==> src/rtl/shortest_path_grid.sv <==
// Grid shortest-path engine: walks a ROWS x COLS cost matrix in row-major order,
// writing saturating cumulative minimum cost (L) and direction codes (P) to SRAM.
module shortest_path_grid #(
  parameter int D_WIDTH = 8,
  parameter int A_WIDTH = 13,
  parameter int ROWS    = 4,
  parameter int COLS    = 4,
  parameter int RD_LAT  = 1,
  parameter logic [D_WIDTH-1:0] P_START = 'h08,
  parameter logic [D_WIDTH-1:0] P_RIGHT = 'h09,
  parameter logic [D_WIDTH-1:0] P_DOWN  = 'h0A
) (
  input  logic               Clk,
  input  logic               Rst,
  input  logic               Go,
  input  logic [D_WIDTH-1:0] M_In,
  input  logic [D_WIDTH-1:0] L_In,
  output logic [A_WIDTH-1:0] M_Addr,
  output logic [A_WIDTH-1:0] L_Addr,
  output logic [A_WIDTH-1:0] P_Addr,
  output logic               M_En,
  output logic               M_Rw,
  output logic               L_En,
  output logic               L_Rw,
  output logic               P_En,
  output logic               P_Rw,
  output logic [D_WIDTH-1:0] L_Out,
  output logic [D_WIDTH-1:0] P_Out,
  output logic               Done,
  output logic               Busy,
  output logic [D_WIDTH-1:0] Cost,
  output logic               Sat
);

  localparam logic [A_WIDTH-1:0] LAST_ROW = A_WIDTH'(ROWS - 1);
  localparam logic [A_WIDTH-1:0] LAST_COL = A_WIDTH'(COLS - 1);
  localparam logic [A_WIDTH-1:0] COLS_A   = A_WIDTH'(COLS);
  localparam logic [A_WIDTH-1:0] ONE_A    = A_WIDTH'(1);
  localparam logic [2:0]         LAT      = 3'(RD_LAT);

  typedef enum logic [3:0] {IDLE, ADDR, RDU, WU, RDL, WL, CMP, WM, WR} state_t;

  state_t             state;
  logic [A_WIDTH-1:0] row, col, addr0, addr_up, addr_left;
  logic [D_WIDTH-1:0] lu, ll, mv;
  logic [2:0]         wcnt;
  logic               sel_up, sel_left;

  logic               top, left, last, take_up, take_left;
  logic [D_WIDTH-1:0] code, operand, result;
  logic [D_WIDTH:0]   sum;

  always_comb begin
    top       = (row == '0);
    left      = (col == '0);
    last      = (row == LAST_ROW) && (col == LAST_COL);
    // Edge cells have a single predecessor; interior ties resolve to Right.
    take_up   = !top && (left || (lu < ll));
    take_left = !left && !take_up;
    if (top && left) code = P_START;
    else if (take_up) code = P_DOWN;
    else code = P_RIGHT;
    operand = '0;
    if (sel_up) operand = lu;
    else if (sel_left) operand = ll;
    sum    = {1'b0, mv} + {1'b0, operand};
    result = sum[D_WIDTH] ? '1 : sum[D_WIDTH-1:0];
  end

  always_ff @(posedge Clk) begin
    if (Rst) begin
      state <= IDLE;
      row <= '0; col <= '0; addr0 <= '0; addr_up <= '0; addr_left <= '0;
      lu <= '0; ll <= '0; mv <= '0; wcnt <= '0; sel_up <= 1'b0; sel_left <= 1'b0;
      M_Addr <= '0; L_Addr <= '0; P_Addr <= '0;
      M_En <= 1'b0; M_Rw <= 1'b0; L_En <= 1'b0; L_Rw <= 1'b0; P_En <= 1'b0; P_Rw <= 1'b0;
      L_Out <= '0; P_Out <= '0; Done <= 1'b0; Busy <= 1'b0; Cost <= '0; Sat <= 1'b0;
    end else begin
      M_Addr <= '0; L_Addr <= '0; P_Addr <= '0;
      M_En <= 1'b0; M_Rw <= 1'b0; L_En <= 1'b0; L_Rw <= 1'b0; P_En <= 1'b0; P_Rw <= 1'b0;
      L_Out <= '0; P_Out <= '0; Done <= 1'b0;
      unique case (state)
        IDLE: begin
          Busy <= 1'b0;
          if (Go) begin
            Busy  <= 1'b1;
            Sat   <= 1'b0;
            Cost  <= '0;
            row   <= '0;
            col   <= '0;
            addr0 <= '0;
            state <= ADDR;
          end
        end
        ADDR: begin
          addr_up   <= addr0 - COLS_A;
          addr_left <= addr0 - ONE_A;
          if (top && left) state <= CMP;
          else if (top) state <= RDL;
          else state <= RDU;
        end
        RDU: begin
          L_En   <= 1'b1;
          L_Addr <= addr_up;
          wcnt   <= '0;
          state  <= WU;
        end
        WU: begin
          if (wcnt == LAT) begin
            lu    <= L_In;
            state <= left ? CMP : RDL;
          end else begin
            wcnt <= wcnt + 3'd1;
          end
        end
        RDL: begin
          L_En   <= 1'b1;
          L_Addr <= addr_left;
          wcnt   <= '0;
          state  <= WL;
        end
        WL: begin
          if (wcnt == LAT) begin
            ll    <= L_In;
            state <= CMP;
          end else begin
            wcnt <= wcnt + 3'd1;
          end
        end
        CMP: begin
          M_En     <= 1'b1;
          M_Addr   <= addr0;
          P_En     <= 1'b1;
          P_Rw     <= 1'b1;
          P_Addr   <= addr0;
          P_Out    <= code;
          sel_up   <= take_up;
          sel_left <= take_left;
          wcnt     <= '0;
          state    <= WM;
        end
        WM: begin
          if (wcnt == LAT) begin
            mv    <= M_In;
            state <= WR;
          end else begin
            wcnt <= wcnt + 3'd1;
          end
        end
        WR: begin
          L_En   <= 1'b1;
          L_Rw   <= 1'b1;
          L_Addr <= addr0;
          L_Out  <= result;
          if (sum[D_WIDTH]) Sat <= 1'b1;
          if (last) begin
            Done  <= 1'b1;
            Cost  <= result;
            state <= IDLE;
          end else begin
            if (col == LAST_COL) begin
              col <= '0;
              row <= row + ONE_A;
            end else begin
              col <= col + ONE_A;
            end
            addr0 <= addr0 + ONE_A;
            state <= ADDR;
          end
        end
        default: state <= IDLE;
      endcase
    end
  end

endmodule

==> config.mk <==
export PLATFORM = sky130hd
export DESIGN_NAME = shortest_path_grid
export DESIGN_NICKNAME = d
export VERILOG_FILES = /design/src/rtl/shortest_path_grid.sv
export SDC_FILE = /design/constraint.sdc
export NUM_CORES = 1
export LEC_CHECK = 0
export BUFFER_PORTS_ARGS = -buffer_cell sky130_fd_sc_hd__buf_2
export CAP_MARGIN = 20
export CORE_ASPECT_RATIO = 0.6
export CORE_MARGIN = 2
export CORE_UTILIZATION = 40
export DETAILED_ROUTE_END_ITERATION = 8
export REMOVE_ABC_BUFFERS = 1
export SLEW_MARGIN = 30
export SYNTH_ARGS = -nofsm -noshare
export SYNTH_HDL_FRONTEND = slang
export SYNTH_SLANG_ARGS = --single-unit
==> constraint.sdc <==
create_clock -name Clk -period 3.4 [get_ports Clk]
set_input_delay 0.68 -clock Clk [delete_from_list [all_inputs] [get_ports Clk]]
set_output_delay 0.68 -clock Clk [all_outputs]
set_load 0.02 [all_outputs]
==> summary.md, run 1 <==
| Metric | Value |
|---|---|
| H-tree depth | 4 |
| Clk buf depth | 2 |
| # rows | 36 |
| Most used DFF post-synth | dfxtp_1 |
| Pins Over Slew Limit | 0 |
| Post-Route WL | 17.01 mm |
| Fin nets | 883 |
| DRC errors left | 0 |
| Final setup TNS | 0 ns |
| Synth Area per Inst | 8.712 um2 |
| Leakage | 3.548 nW |
| Antenna violations before repair | 0 |
| Filler instances | 1558 |
| Clock-pin slew on the worst setup and hold paths | 0.07 ns |
| Top cells by area, synth | dfxtp_1 (44%), nor2_1 (7.3%), ha_1 (4.8%) |
| Post-CTS Setup Repair Bufs | 0 |
| Antenna Violating Nets Remaining | 0 |
| Via density | 5.137 |
| Largest area contributor in the netlist | dfxtp_1 |
| Final hold viol count | 0 |
| Min Tclk post-route | 2.933 ns |
| Data arrival time of the worst path | 3.29 ns |
| Final Non-Filler Cells | 1078 |
| Final worst-path cycle share | 86.26% |
| TritonCTS clock tree | yes |
| Area Overhead vs Synth | 16.11% |
| Worst path top cell family by delay | compound AO/OA/AOI/OAI gates |
| Critical path buffer and inverter count | 1 |
| Iter 0 DRT Violations | 396 |
| Die X | 172.5 um |
| Hpwl dp | 11.73 mm |
| Crit-path cells | nand2_1 > o21ai_0 > ha_1 > inv_1 > fa_1 > nand2b_1 > a21oi_1 > nor2_1 > o21ai_0 > nor2_1 > o21ai_1 |
| Required time worst endpoint | 3.76 ns |
| Multi-input gate area | 0.003422 mm2 |
| Wire length per cell | 15.78 um |
| Via count | 5538 |
| Share of post-route cells with drive strength above 1 | 17.18% |
| Resize count post-CTS | 0 |
| Headroom to the max-slew limit | 49.13% |
| Worst hold path type | flop to flop |
| Final GP Congestion | 0.8180 |
| Pre-CTS worst setup slack | 0.5624 ns |
| Final setup viols | 0 |
| Unrepaired setup endpoints after global routing | no |
| Outcome | finished clean |
| Vias in the first global route | 5020 |
| Clk root buf | clkbuf_16 |
| Post-Syn Area | 0.006813 mm2 |
| Synth cell types | 57 |
| Placed insts | 1046 |
| Ports | 91 |
| Gr ovfl total | 0 |
| First-pass GRT wire length | 27.62 mm |
| GRT Resource Usage Total | 19.63% |
| Die Y | 105.1 um |
| Most frequent cell after synthesis | dfxtp_1 |
| Hold Buf Count CTS | 0 |
| Slowest CP cell | dfxtp_1 |
| Drt pass-1 iters | 5 |
| Synthesis-stage register bit count | 149 |
| Largest net degree at the start of global routing | 54 |
| Critical path type | flop to flop |
| Worst Skew | 0.01073 ns |
| DP Area | 0.007321 mm2 |
| Async set-or-reset flop fraction in the synthesized netlist | 0% |
| Initial core utilization | 41.44% |
| Worst setup path startpoint | sel_up |
| Post-synthesis sequential area ratio | 43.78% |
| Fin area | 0.007910 mm2 |
| Cells after Synth | 782 |
| CORE AREA | 0.01644 mm2 |
| MaxCap Viol Count | 0 |
| CP max stage delay | 0.61 ns |
| FF+latch area | 0.002983 mm2 |
| Fin Hold WS | 0.4560 ns |
| Yosys warnings | 0 |
| Total CTS buffers | 17 |
| Synth top cells by count | dfxtp_1 (149), nor2_1 (132), nand2_1 (59) |
| I/O Buffers | 84 |
| Share of the synthesized area in the top cell type | 43.78% |
| Clock Latency Late Sink | 0.42 ns |
| Highest achievable clock rate | 341.0 MHz |
| FF-to-FF Start | sel_up |
| # diodes | 0 |
| PwrDens | 517.7 mW/mm2 |
| Crit path launch type | flop |
| Die area | 0.01813 mm2 |
| Worst VDD drop | 303.9 uV |
| CP Max Fanout | 17 |
| Fin worst setup slack | 0.4671 ns |
| Clk sinks | 149 |
| Post-synth EDFFs | 0 |
| CP Capture Type | flop |
| Hold Startpoint | Cost[2] |
| Measured slew at the worst slew-check pin | 0.7561 ns |
## cell families (layout without fill, tap and decap cells)
logic type                 count (synthesis)  count (layout)  synth area share, %
DFF                                      149             149                43.78
buffers and inverters                     95             158                6.520
muxes                                     27              27                3.985
AOI/OAI and AO/OA                        128             128                12.87
other                                      1               6              0.05504
adders and majority gates                 27              27                5.069
and+or+nand+nor                          308             308                21.67
xor gates and xnor gates                  47              47                6.042
## routing by layer
metal / up-vias / global-route usage [%] / routed length (um) / part of all wire (%)
li1: 2799 / - / - / -
met1: 2560 / 33.22 / 9502 / 56
met2: 161 / 23.57 / 6176 / 36
met3: 18 / 4.280 / 1141 / 6.7
met4: 0 / 5.042 / 187 / 1.1
met5: - / 0 / 0 / 0
## final timing paths
path | endpoint | slack, ns | cells after the start
setup / recovery | Cost[3] | 0.47 | 11
hold / removal | Cost[2] | 0.46 | 2
setup reg to reg | Cost[3] | 0.47 | 11
hold reg to reg | Cost[2] | 0.46 | 2
## cell type report
class | instances | share of cell area, %
Clock inverter | 15 | 2.072
Sequential cell | 149 | 37.71
Inverter | 28 | 1.329
Clock buffer | 17 | 5.378
Multi-Input combinational cell | 543 | 43.26
Tap cell | 228 | 3.606
Timing Repair Buffer | 98 | 6.643
## registers in the layout, summed over array words and instances, names as in the netlist
signal	cells
ll	8
addr_up	13
Done	1
Cost	8
L_En	1
L_Addr	13
state	4
sel_up	1
mv	8
L_Rw	1
lu	8
sel_left	1
L_Out	8
P_Out	3
Sat	1
P_Addr	13
addr0	13
addr_left	13
row	13
Busy	1
col	13
wcnt	3
P_Rw	1
## placed cells by master, fill, tap and decap left out, types with 3 or more instances in the layout
cell type   netlist  layout
dfxtp_1         149     149
nor2_1          132     132
buf_2             1      84
nand2_1          59      59
inv_1            27      27
a21oi_1          27      27
xor2_1           27      27
mux2i_1          26      26
ha_1             26      26
a211oi_1         25      25
xnor2_1          20      20
o21ai_0          19      19
clkbuf_16         0      17
nor3_1           16      15
nand4_1          14      14
buf_4            23      14
and2_1           13      13
nand3_1          13      13
a222oi_1         13      13
nand2b_1         11      11
o21ai_1           8       8
or3_1             7       7
and3_1            7       7
a21o_1            6       6
nor4_1            6       6
conb_1            1       6
or4_1             5       5
inv_6             0       5
or2_2             4       4
o21a_1            4       4
a22o_1            4       4
a31oi_1           4       4
nand4b_1          4       4
clkinvlp_4        0       4
or4_4             3       3
nor3b_1           3       3
a311oi_1          3       3
nor4b_1           5       3
## metrics by stage
step / utilization (%) / total power, mW
2_1_floorplan: - / 2.119
3_3_place_gp: 44.53 / 2.259
3_5_place_dp: 44.53 / 2.260
4_1_cts: 48.11 / 4.131
5_1_grt: 48.11 / 4.260
6_report: 48.11 / 4.095
## worst reg2reg max path: stages, from the launching register on
cell and delay, ns:
dfxtp_1 0.61, nand2_1 0.09, o21ai_0 0.10, ha_1 0.22
inv_1 0.06, fa_1 0.37, nand2b_1 0.21, a21oi_1 0.28
nor2_1 0.11, o21ai_0 0.50, nor2_1 0.16, o21ai_1 0.17
## where the power goes
group	internal (mW)	switching, mW	total [mW]
Sequential	1.81	0.0485	1.86
Clock	1.04	0.832	1.87
Combinational	0.120	0.244	0.365
Note: power is estimated with default switching activity, not from simulation.
==> run 2: changes to the inputs <==
--- a/config.mk
+++ b/config.mk
@@ -11,6 +11,7 @@
 export CORE_MARGIN = 2
 export CORE_UTILIZATION = 40
 export DETAILED_ROUTE_END_ITERATION = 8
+export GPL_ROUTABILITY_DRIVEN = 0
 export REMOVE_ABC_BUFFERS = 1
 export SLEW_MARGIN = 30
 export SYNTH_ARGS = -nofsm -noshare
==> constraint.sdc (replaced) <==
create_clock -name Clk -period 2.7 [get_ports Clk]
set_input_delay 0.54 -clock Clk [delete_from_list [all_inputs] [get_ports Clk]]
set_output_delay 0.54 -clock Clk [all_outputs]
set_load 0.02 [all_outputs]
==> run 2 against run 1 <==
Net effect:
- clock power rose by 30%
- utilization rose by 1.2 points
- via count up 0.92%
- register-to-register slack got worse by 0.27 ns
- non-clock buffer count is 22 higher
- global-route usage increased by 0.45 points
- sequential share of layout area shrank 0.88 points
- hold slack got worse by 0.11 ns
- worst setup slack worse by 0.27 ns
- first-iteration DRC count is 9.3% higher
- final cell count increased by 2.0%
==> summary.md, run 2 (same netlist as run 1, synthesis figures left out) <==
| Metric | Value |
|---|---|
| Final Non-Filler Cells | 1100 |
| Die area | 0.01813 mm2 |
| Final hold viol count | 0 |
| Gate power share | 9.9% |
| Antenna violations before repair | 0 |
| Clock Power Share | 46.0% |
| Via density | 5.081 |
| CORE AREA | 0.01644 mm2 |
| TritonCTS clock tree | yes |
| # rows | 36 |
| MaxCap Viol Count | 0 |
| CP Capture Type | flop |
| Post-CTS Setup Repair Bufs | 0 |
| CP Max Fanout | 12 |
| Ports | 91 |
| Switching Power | 1.415 mW |
| Fin Hold WS | 0.3489 ns |
| Final Util | 49.28% |
| Fin area | 0.008102 mm2 |
| Hpwl dp | 12.30 mm |
| Measured slew at the worst slew-check pin | 0.6992 ns |
| Gr ovfl total | 0 |
| Pins Over Slew Limit | 0 |
| Die Y | 105.1 um |
| Filler instances | 1609 |
| Commonest non-fill, non-tap cells in the layout | dfxtp_1 (148), nor2_1 (132), buf_2 (84) |
| Antenna Violating Nets Remaining | 0 |
| Die X | 172.5 um |
| Final setup viols | 0 |
| Wire length per cell | 15.90 um |
| Worst Skew | 0.01397 ns |
| Via count | 5589 |
| Drt pass-1 iters | 6 |
| Clk root buf | clkbuf_16 |
| Min Tclk post-route | 2.505 ns |
| Leakage | 3.668 nW |
| Crit path launch type | flop |
| DP Area | 0.007498 mm2 |
| P_int | 3.861 mW |
| Placed insts | 1068 |
| Final setup TNS | 0 ns |
| Data arrival time of the worst path | 2.83 ns |
| Flop2flop setup slack | 0.20 ns |
| Hold Buf Count CTS | 0 |
| DRC errors left | 0 |
| Worst VDD drop | 353.6 uV |
| Fin nets | 905 |
| Highest achievable clock rate | 399.3 MHz |
| Outcome | finished clean |
| # diodes | 0 |
| Iter 0 DRT Violations | 433 |
| Share of post-route cells with drive strength above 1 | 19.38% |
| Headroom to the max-slew limit | 53.21% |
| Switching share of power | 26.82% |
| Initial core utilization | 41.44% |
| Total CTS buffers | 17 |
| Vias in the first global route | 5063 |
| First-pass GRT wire length | 27.97 mm |
| Most common cell after layout, fill and taps aside | dfxtp_1 |
| Final worst-path cycle share | 92.76% |
| Resize count post-CTS | 0 |
| GRT Resource Usage Total | 20.09% |
| H-tree depth | 4 |
| Critical path type | flop to flop |
| Clock-pin slew on the worst setup and hold paths | 0.07 ns |
| PwrDens | 651.2 mW/mm2 |
| Clk buf depth | 2 |
| Post-Route WL | 17.49 mm |
| Clk sinks | 149 |
| Clock Latency Late Sink | 0.43 ns |
| Required time worst endpoint | 3.03 ns |
| Area Overhead vs Synth | 18.92% |
| Largest net degree at the start of global routing | 51 |
| Unrepaired setup endpoints after global routing | no |
| I/O Buffers | 84 |
| Worst hold path type | input port to flop |
| Seq pwr share | 44.1% |
==> run 2: cell count changes in the layout (fill, tap and decap cells not counted), sizes merged <==
cell	before	now
bufinv	1	2
clkinvlp	4	2
buf	98	120
clkinv	3	2
clkbuf	17	19
==> run 2: worst max-delay path: stages, from the launching register on <==
cell and delay [ns]:
dfxtp_1 0.41, buf_4 0.21, nand2_1 0.08, o21ai_0 0.15
ha_1 0.29, a21oi_1 0.24, o211ai_1 0.22, o21ai_0 0.21
nand2b_1 0.07, a211o_1 0.33, a22o_1 0.20
==> run 2: path summary, 6_finish.rpt <==
kind / end / cells past startpoint / start
max: Cost[7] / 10 / sel_up
min reg2reg: Cost[4] / 2 / Cost[4]
min: mv[7] / 3 / M_In[7]
max reg2reg: Cost[7] / 10 / sel_up
==> run 2: cell type report <==
| type | count | area [um2] | share of cell area (%) |
|---|---|---|---|
| repair buffers | 120 | 703.2 | 8.680 |
| flip-flops and latches | 149 | 2984 | 36.83 |
| well taps | 228 | 285.3 | 3.521 |
| clock inverters | 13 | 161.4 | 1.992 |
| inverters | 28 | 105.1 | 1.297 |
| clock buffers | 19 | 432.9 | 5.344 |
| multi-input cells | 543 | 3430 | 42.33 |
==> run 2: power groups by stage <==
| stage | Clock, mW | Combinational [mW] | Sequential (mW) |
|---|---|---|---|
| floorplan | 0 | 0.277 | 2.39 |
| global placement | 0 | 0.516 | 2.37 |
| detailed placement | 0 | 0.518 | 2.37 |
| CTS | 2.46 | 0.521 | 2.32 |
| global route | 2.56 | 0.581 | 2.33 |
| finish | 2.43 | 0.524 | 2.32 |
==> run 2: through the flow <==
step / total power, mW / setup slack, ns
2_1_floorplan: 2.669 / -0.9691
3_3_place_gp: 2.889 / 0.2092
3_5_place_dp: 2.890 / 0.1008
4_1_cts: 5.307 / 0.06498
5_1_grt: 5.479 / 0.02077
6_report: 5.275 / 0.1955
==> run 2: per-layer routing <==
metal	vias to the layer above	track usage [%]	wire (um)
li1	2831	-	-
met1	2593	34.08	10050
met2	152	24.09	6401
met3	13	3.712	884
met4	0	5.942	158
met5	-	0	0
